<file path="config.mk">
export PLATFORM = sky130hd
export DESIGN_NAME = lb_row_sched
export DESIGN_NICKNAME = d
export VERILOG_FILES = /design/src/rtl/lb_row_sched.sv
export SDC_FILE = /design/constraint.sdc
export NUM_CORES = 1
export LEC_CHECK = 0
export ABC_AREA = 1
export CAP_MARGIN = 0
export CORE_MARGIN = 4
export CORE_UTILIZATION = 45
export DETAILED_ROUTE_END_ITERATION = 10
export DONT_BUFFER_PORTS = 1
export HOLD_SLACK_MARGIN = 0.06
export MAX_ROUTING_LAYER = met4
export SLEW_MARGIN = 10
export SYNTH_ARGS = -nofsm -noshare
export SYNTH_HDL_FRONTEND = slang
export SYNTH_SLANG_ARGS = --single-unit
</file>
<file path="constraint.sdc">
create_clock -name clk -period 1.8 [get_ports clk]
set_input_delay 0.27 -clock clk [delete_from_list [all_inputs] [get_ports clk]]
set_output_delay 0.27 -clock clk [all_outputs]
set_load 0.03 [all_outputs]
</file>
<file path="src/rtl/lb_row_sched.sv">
// -----------------------------------------------------------------------------
// lb_row_sched
//   Row scheduler for a 3-line-buffer 3x3 convolution engine. Incoming pixels
//   are written one row per buffer into LB0/LB1/LB2 in rotation. Once three
//   rows are resident the conv engine is told to run (conv_data_valid) and is
//   given the rotation index conv_k of the top row. The scheduler then waits for
//   the engine's end-of-row ready before overwriting the oldest buffer.
//
// Parameters
//   IMG_W  - pixels per row
//   IMG_H  - rows per frame (>= 3)
//   ADDR_W - line-buffer address width, 2**ADDR_W >= IMG_W
//
// Ports
//   clk             in   clock
//   rst             in   asynchronous reset, active low
//   start           in   frame start pulse, only honoured in IDLE
//   pix_valid       in   source pixel valid
//   pix_data        in   source pixel [7:0]
//   pix_ready       out  pixel accepted this cycle when pix_valid is high
//   lb_wr_en        out  one-hot line-buffer write enable [2:0]
//   lb_wr_addr      out  write address within the row [ADDR_W-1:0]
//   lb_wr_data      out  registered pixel [7:0]
//   conv_data_valid out  3-row window resident, conv engine may run
//   conv_k          out  rotation index of the top-row buffer [1:0]
//   conv_ready      in   conv engine end-of-row indication
//   busy            out  scheduler not idle
//   frame_done      out  one-cycle pulse at end of frame
//   stall_cnt       out  stall counter [15:0]
//
// Build option
//   LB_SCHED_PERF_EN - when defined, stall_cnt counts busy cycles where the
//                      source offers a pixel that is not accepted (saturating,
//                      cleared on an accepted start, held in IDLE). When not
//                      defined, stall_cnt is constant zero.
// -----------------------------------------------------------------------------
module lb_row_sched #(
   parameter int IMG_W  = 100,
   parameter int IMG_H  = 100,
   parameter int ADDR_W = 7
) (
   input  logic              clk,
   input  logic              rst,
   input  logic              start,
   input  logic              pix_valid,
   input  logic [7:0]        pix_data,
   output logic              pix_ready,
   output logic [2:0]        lb_wr_en,
   output logic [ADDR_W-1:0] lb_wr_addr,
   output logic [7:0]        lb_wr_data,
   output logic              conv_data_valid,
   output logic [1:0]        conv_k,
   input  logic              conv_ready,
   output logic              busy,
   output logic              frame_done,
   output logic [15:0]       stall_cnt
);

   localparam logic [ADDR_W-1:0] COL_LAST = ADDR_W'(IMG_W - 1);
   localparam logic [15:0]       ROW_LAST = 16'(IMG_H);

   typedef enum logic [2:0] {
      S_IDLE,
      S_FILL,
      S_CONV,
      S_LOAD,
      S_DONE
   } state_t;

   state_t            r_state;
   state_t            w_next;

   logic [ADDR_W-1:0] r_col;
   logic [15:0]       r_row;
   logic [1:0]        r_buf_sel;
   logic [1:0]        r_conv_k;
   logic              r_dv;
   logic [2:0]        r_wr_en;
   logic [ADDR_W-1:0] r_wr_addr;
   logic [7:0]        r_wr_data;

   logic              w_pix_ready;
   logic              w_busy;
   logic              w_start_acc;
   logic              w_xfer;
   logic              w_row_done;
   logic              w_conv_rdy;
   logic              w_last_row;
   logic [2:0]        w_buf_oh;

   assign w_start_acc = (r_state == S_IDLE) & start;
   assign w_xfer      = pix_valid & w_pix_ready;
   assign w_row_done  = w_xfer & (r_col == COL_LAST);
   assign w_conv_rdy  = (r_state == S_CONV) & conv_ready;
   assign w_last_row  = (r_row == ROW_LAST);
   assign w_buf_oh    = 3'b001 << r_buf_sel;

   // --------------------------------------------------------------------------
   // FSM: state register
   // --------------------------------------------------------------------------
   always_ff @(posedge clk or negedge rst) begin
      if (!rst) begin
         r_state <= S_IDLE;
      end else begin
         r_state <= w_next;
      end
   end

   // --------------------------------------------------------------------------
   // FSM: next-state logic
   // --------------------------------------------------------------------------
   always_comb begin
      w_next = r_state;
      case (r_state)
         S_IDLE: begin
            if (start) w_next = S_FILL;
         end
         S_FILL: begin
            // third row (into LB2) completes the initial window
            if (w_row_done && (r_buf_sel == 2'd2)) w_next = S_CONV;
         end
         S_CONV: begin
            if (conv_ready) w_next = w_last_row ? S_DONE : S_LOAD;
         end
         S_LOAD: begin
            if (w_row_done) w_next = S_CONV;
         end
         S_DONE: begin
            w_next = S_IDLE;
         end
         default: begin
            w_next = S_IDLE;
         end
      endcase
   end

   // --------------------------------------------------------------------------
   // FSM: state-decoded outputs
   // --------------------------------------------------------------------------
   always_comb begin
      w_pix_ready = 1'b0;
      w_busy      = 1'b1;
      frame_done  = 1'b0;
      case (r_state)
         S_IDLE: w_busy      = 1'b0;
         S_FILL: w_pix_ready = 1'b1;
         S_LOAD: w_pix_ready = 1'b1;
         S_DONE: frame_done  = 1'b1;
         default: ;
      endcase
   end

   assign pix_ready = w_pix_ready;
   assign busy      = w_busy;

   // --------------------------------------------------------------------------
   // Column / row counters
   // --------------------------------------------------------------------------
   always_ff @(posedge clk or negedge rst) begin
      if (!rst) begin
         r_col <= '0;
         r_row <= '0;
      end else if (w_start_acc) begin
         r_col <= '0;
         r_row <= '0;
      end else if (w_xfer) begin
         if (r_col == COL_LAST) begin
            r_col <= '0;
            r_row <= r_row + 16'd1;
         end else begin
            r_col <= r_col + 1'b1;
         end
      end
   end

   // --------------------------------------------------------------------------
   // Buffer rotation: buf_sel is the buffer being written, conv_k the top row.
   // When a CONV phase ends the top row is the oldest, so it becomes the next
   // buffer to overwrite and the window rotates by one.
   // --------------------------------------------------------------------------
   always_ff @(posedge clk or negedge rst) begin
      if (!rst) begin
         r_buf_sel <= '0;
         r_conv_k  <= '0;
      end else begin
         if (w_start_acc) begin
            r_buf_sel <= '0;
            r_conv_k  <= '0;
         end else if ((r_state == S_FILL) && w_row_done) begin
            r_buf_sel <= (r_buf_sel == 2'd2) ? 2'd0 : r_buf_sel + 2'd1;
         end else if (w_conv_rdy && !w_last_row) begin
            r_buf_sel <= r_conv_k;
            r_conv_k  <= (r_conv_k == 2'd2) ? 2'd0 : r_conv_k + 2'd1;
         end else if (r_state == S_DONE) begin
            r_conv_k  <= '0;
         end
      end
   end

   // --------------------------------------------------------------------------
   // Window-valid flag. The combinational gate with conv_ready keeps the
   // engine from re-launching in the same cycle it reports end-of-row.
   // --------------------------------------------------------------------------
   always_ff @(posedge clk or negedge rst) begin
      if (!rst) begin
         r_dv <= 1'b0;
      end else if (w_conv_rdy) begin
         r_dv <= 1'b0;
      end else if ((w_next == S_CONV) && (r_state != S_CONV)) begin
         r_dv <= 1'b1;
      end
   end

   assign conv_data_valid = r_dv & ~conv_ready;
   assign conv_k          = r_conv_k;

   // --------------------------------------------------------------------------
   // Line-buffer write port, one cycle behind the pixel handshake
   // --------------------------------------------------------------------------
   always_ff @(posedge clk or negedge rst) begin
      if (!rst) begin
         r_wr_en   <= '0;
         r_wr_addr <= '0;
         r_wr_data <= '0;
      end else begin
         r_wr_en <= w_xfer ? w_buf_oh : 3'b000;
         if (w_xfer) begin
            r_wr_addr <= r_col;
            r_wr_data <= pix_data;
         end
      end
   end

   assign lb_wr_en   = r_wr_en;
   assign lb_wr_addr = r_wr_addr;
   assign lb_wr_data = r_wr_data;

   // --------------------------------------------------------------------------
   // Stall counter
   // --------------------------------------------------------------------------
`ifdef LB_SCHED_PERF_EN
   logic [15:0] r_stall;

   always_ff @(posedge clk or negedge rst) begin
      if (!rst) begin
         r_stall <= '0;
      end else if (w_start_acc) begin
         r_stall <= '0;
      end else if (w_busy && pix_valid && !w_pix_ready && (r_stall != 16'hFFFF)) begin
         r_stall <= r_stall + 16'd1;
      end
   end

   assign stall_cnt = r_stall;
`else
   assign stall_cnt = '0;
`endif

endmodule

</file>
==> reports/results.txt <==
Total negative slack = 0 ns
# Max-Cap Violations = 0
Largest net degree at the start of global routing = 50
Worst-path fanout max = 10
Total wire length after detailed routing = 5640 um
Via density = 5.13
Delay-heaviest family, CP = simple AND/OR/NAND/NOR gates
R2R depth = 7
Yosys cell types = 33
Slew Limit Fails = 0
Crit-path slowest cell = dfrtp_1
Top Ports = 53
Clock Sinks = 49
CP endpoint = r_row[11]
Post-CTS Resized = 0
WP data arrival = 1.79 ns
Buffers on Ports = 0
Warnings from Yosys = 0
Die ar. = 0.00726 mm2
WS Path Type = register to register
RD Place Congestion = 0.862
Fin. Hold Viols = 0
Cell chain of the critical path = ha_1 > nand3_1 > nor2_4 > nand2_4 > clkinv_1 > nand4_1 > o21ai_0
Crit path buffers/inverters = 1
Adder-cell area share of the yosys netlist = 0.0140
Final min period = 1.59 ns
Initial antenna violation count = 0
Clock Skews = 0.0123 ns
Std-Cell Rows = 27
Congestion Overflow GR = 0
Die width = 85.2 um
Initial core utilization = 0.475
Mux cell area share after synthesis = 0.00373
Ant. Diodes = 0
DR vias = 2163
Max Clk Rate = 627 MHz
Postcts setup bufs = 0
Worst vdd ir = 0.555 mV
Number of detailed-route iterations in the first pass = 5
Number of non-filler instances in the completed layout = 422
Min-delay worst type = input port to register
Most common cell after layout, fill and taps aside = nand2_1
Worst flop-to-flop path startpoint = r_col[0]
Critical path origin = r_col[0]
Critical Path Max Stage Delay = 0.42 ns
Final ANT Viol Nets = 0
Final setup viols = 0
Synth Area in Compound Gates = 0.0616
Worst-case clock buffer depth = 2
H-tree levels = 2
Wl on met1 = 2620 um
Synth Cell Area = 0.00268 mm2
FF-to-FF setup slack = 0.21 ns
Levels on crit path = 7
Core area = 0.00564 mm2
TritonCTS buffer count = 5
Number of global-route vias before repair = 2154
Tot GR Track Use = 0.171
Clock root buffer = clkbuf_8
Startpoint types = register
Final net count = 366
Critical R2R Capture = r_row[11]
Worst-Margin Slew = 0.550 ns
Sequential fraction of the synthesis area = 0.457
Simple-Gate Fraction of Synth Area = 0.341
WL met3 = 263 um
CP required = 1.99 ns
Most frequent cells in the layout = 101 x nand2_1, 49 x dfrtp_1, 31 x inv_1, 31 x nor2_1, 23 x nand3_1
XOR/XNOR Fraction of Synth Area = 0.0131
Placed cell count = 413
Crit. End Element = register
Routed met2 length = 2680 um
PD cells = 949 mW/mm2
Final Cycle Share = 0.886
Reg clk slew, reported paths = 0.09 ns
Share of cells above drive strength 1 = 0.0829
Cells after Synth = 342
CTS tree = yes
DRC = 0
CTS Hold Buffers Added = 2
Status = complete, no violations
Area growth from synthesis to layout = 6.48%
Drt wl/cell = 13.4 um
Final HPWL DP = 4120 um
Top layer in use = met4
Slew Limit Headroom = 0.632
Hold-critical path depth = 2
Die Y = 85.2 um
First-pass GRT wire length = 9920 um
Clk_lat worst skew = 0.30 ns
Avg Inst Size Synth = 7.84 um2
Post-synthesis sequential element count = 49
Starting DRT DRC Count = 73
Unrepaired setup endpoints after global routing = false
P_leak = 0.00139 uW
Min-delay src = pix_data[4]
Combinational family with the most area after synthesis = simple AND/OR/NAND/NOR gates
## synthesized netlist by cell type, drive strengths merged
| library cell | number | share of area |
|---|---|---|
| nand4 | 22 | 0.057 |
| o22ai | 2 | 0.0047 |
| or2 | 1 | 0.0023 |
| o21ai | 22 | 0.041 |
| clkinv | 1 | 0.0014 |
| nor3 | 6 | 0.013 |
| o31ai | 1 | 0.0028 |
| xor2 | 4 | 0.013 |
| mux2i | 1 | 0.0037 |
| ha | 3 | 0.014 |
| inv | 34 | 0.048 |
| o21bai | 2 | 0.0056 |
| a21oi | 4 | 0.0075 |
| and2 | 1 | 0.0023 |
| nand3 | 23 | 0.043 |
| nor2 | 35 | 0.060 |
| conb | 1 | 0.0014 |
| nand3b | 1 | 0.0028 |
| buf | 22 | 0.059 |
| dfrtp | 49 | 0.46 |
| nand2 | 106 | 0.16 |
| and3 | 1 | 0.0023 |
## sequential cells by signal (all words and copies together) (netlist names)
register,count
conv_k,2
lb_wr_addr,7
lb_wr_data,8
lb_wr_en,3
r_buf_sel,2
r_col,7
r_dv,1
r_row,16
r_state,3
## per-layer routing
layer	global-route usage	vias to the layer above
met3	0.0359	8
met4	0.0446	0
met1	0.217	1017
met5	-	-
met2	0.277	45
li1	-	1093
## per-stage QoR
step	utilization	worst slack, ns	hold slack [ns]	power [uW]	instance area [um2]
floorplan	-	0.228	-0.0256	1870	2740
global placement	0.481	0.223	-0.0235	1930	2720
detailed placement	0.481	0.200	-0.0237	1940	2720
CTS	0.506	0.187	0.0737	2750	2860
global route	0.506	0.0750	0.0716	2890	2860
finish	0.506	0.206	0.0838	2710	2860
## final cells by class
class | instances | area, um2
clock buffer | 5 | 68.8
timing repair buffer | 8 | 82.6
multi-input combinational | 251 | 1220
inverter | 35 | 131
tap | 72 | 90.1
clock inverter | 2 | 35.0
sequential | 49 | 1230
fill | 538 | 2790
## where the power goes
group / switching [uW] / total [uW] / leakage, uW / internal (uW)
clock: 360 / 765 / 0.0000540 / 404
sequential: 286 / 1530 / 0.000641 / 1250
combinational: 286 / 414 / 0.000690 / 128
total: 932 / 2710 / 0.00139 / 1780
## cell families after synthesis
family | after synthesis
AO/OA/AOI/OAI | 31
other | 1
XOR/XNOR | 4
adder cells (fa/ha/maj) | 3
flip-flops | 49
multiplexers | 1
buffers and inverters | 57
AND/OR/NAND/NOR | 196
## how the worst min path moves through the flow
stage,to
after detailed placement,r_row[9]
final,lb_wr_data[4]
after global routing,lb_wr_data[4]
after floorplan,conv_k[0]
after global placement,r_row[9]
after CTS,lb_wr_data[3]
(Power assumes the default switching activity.)
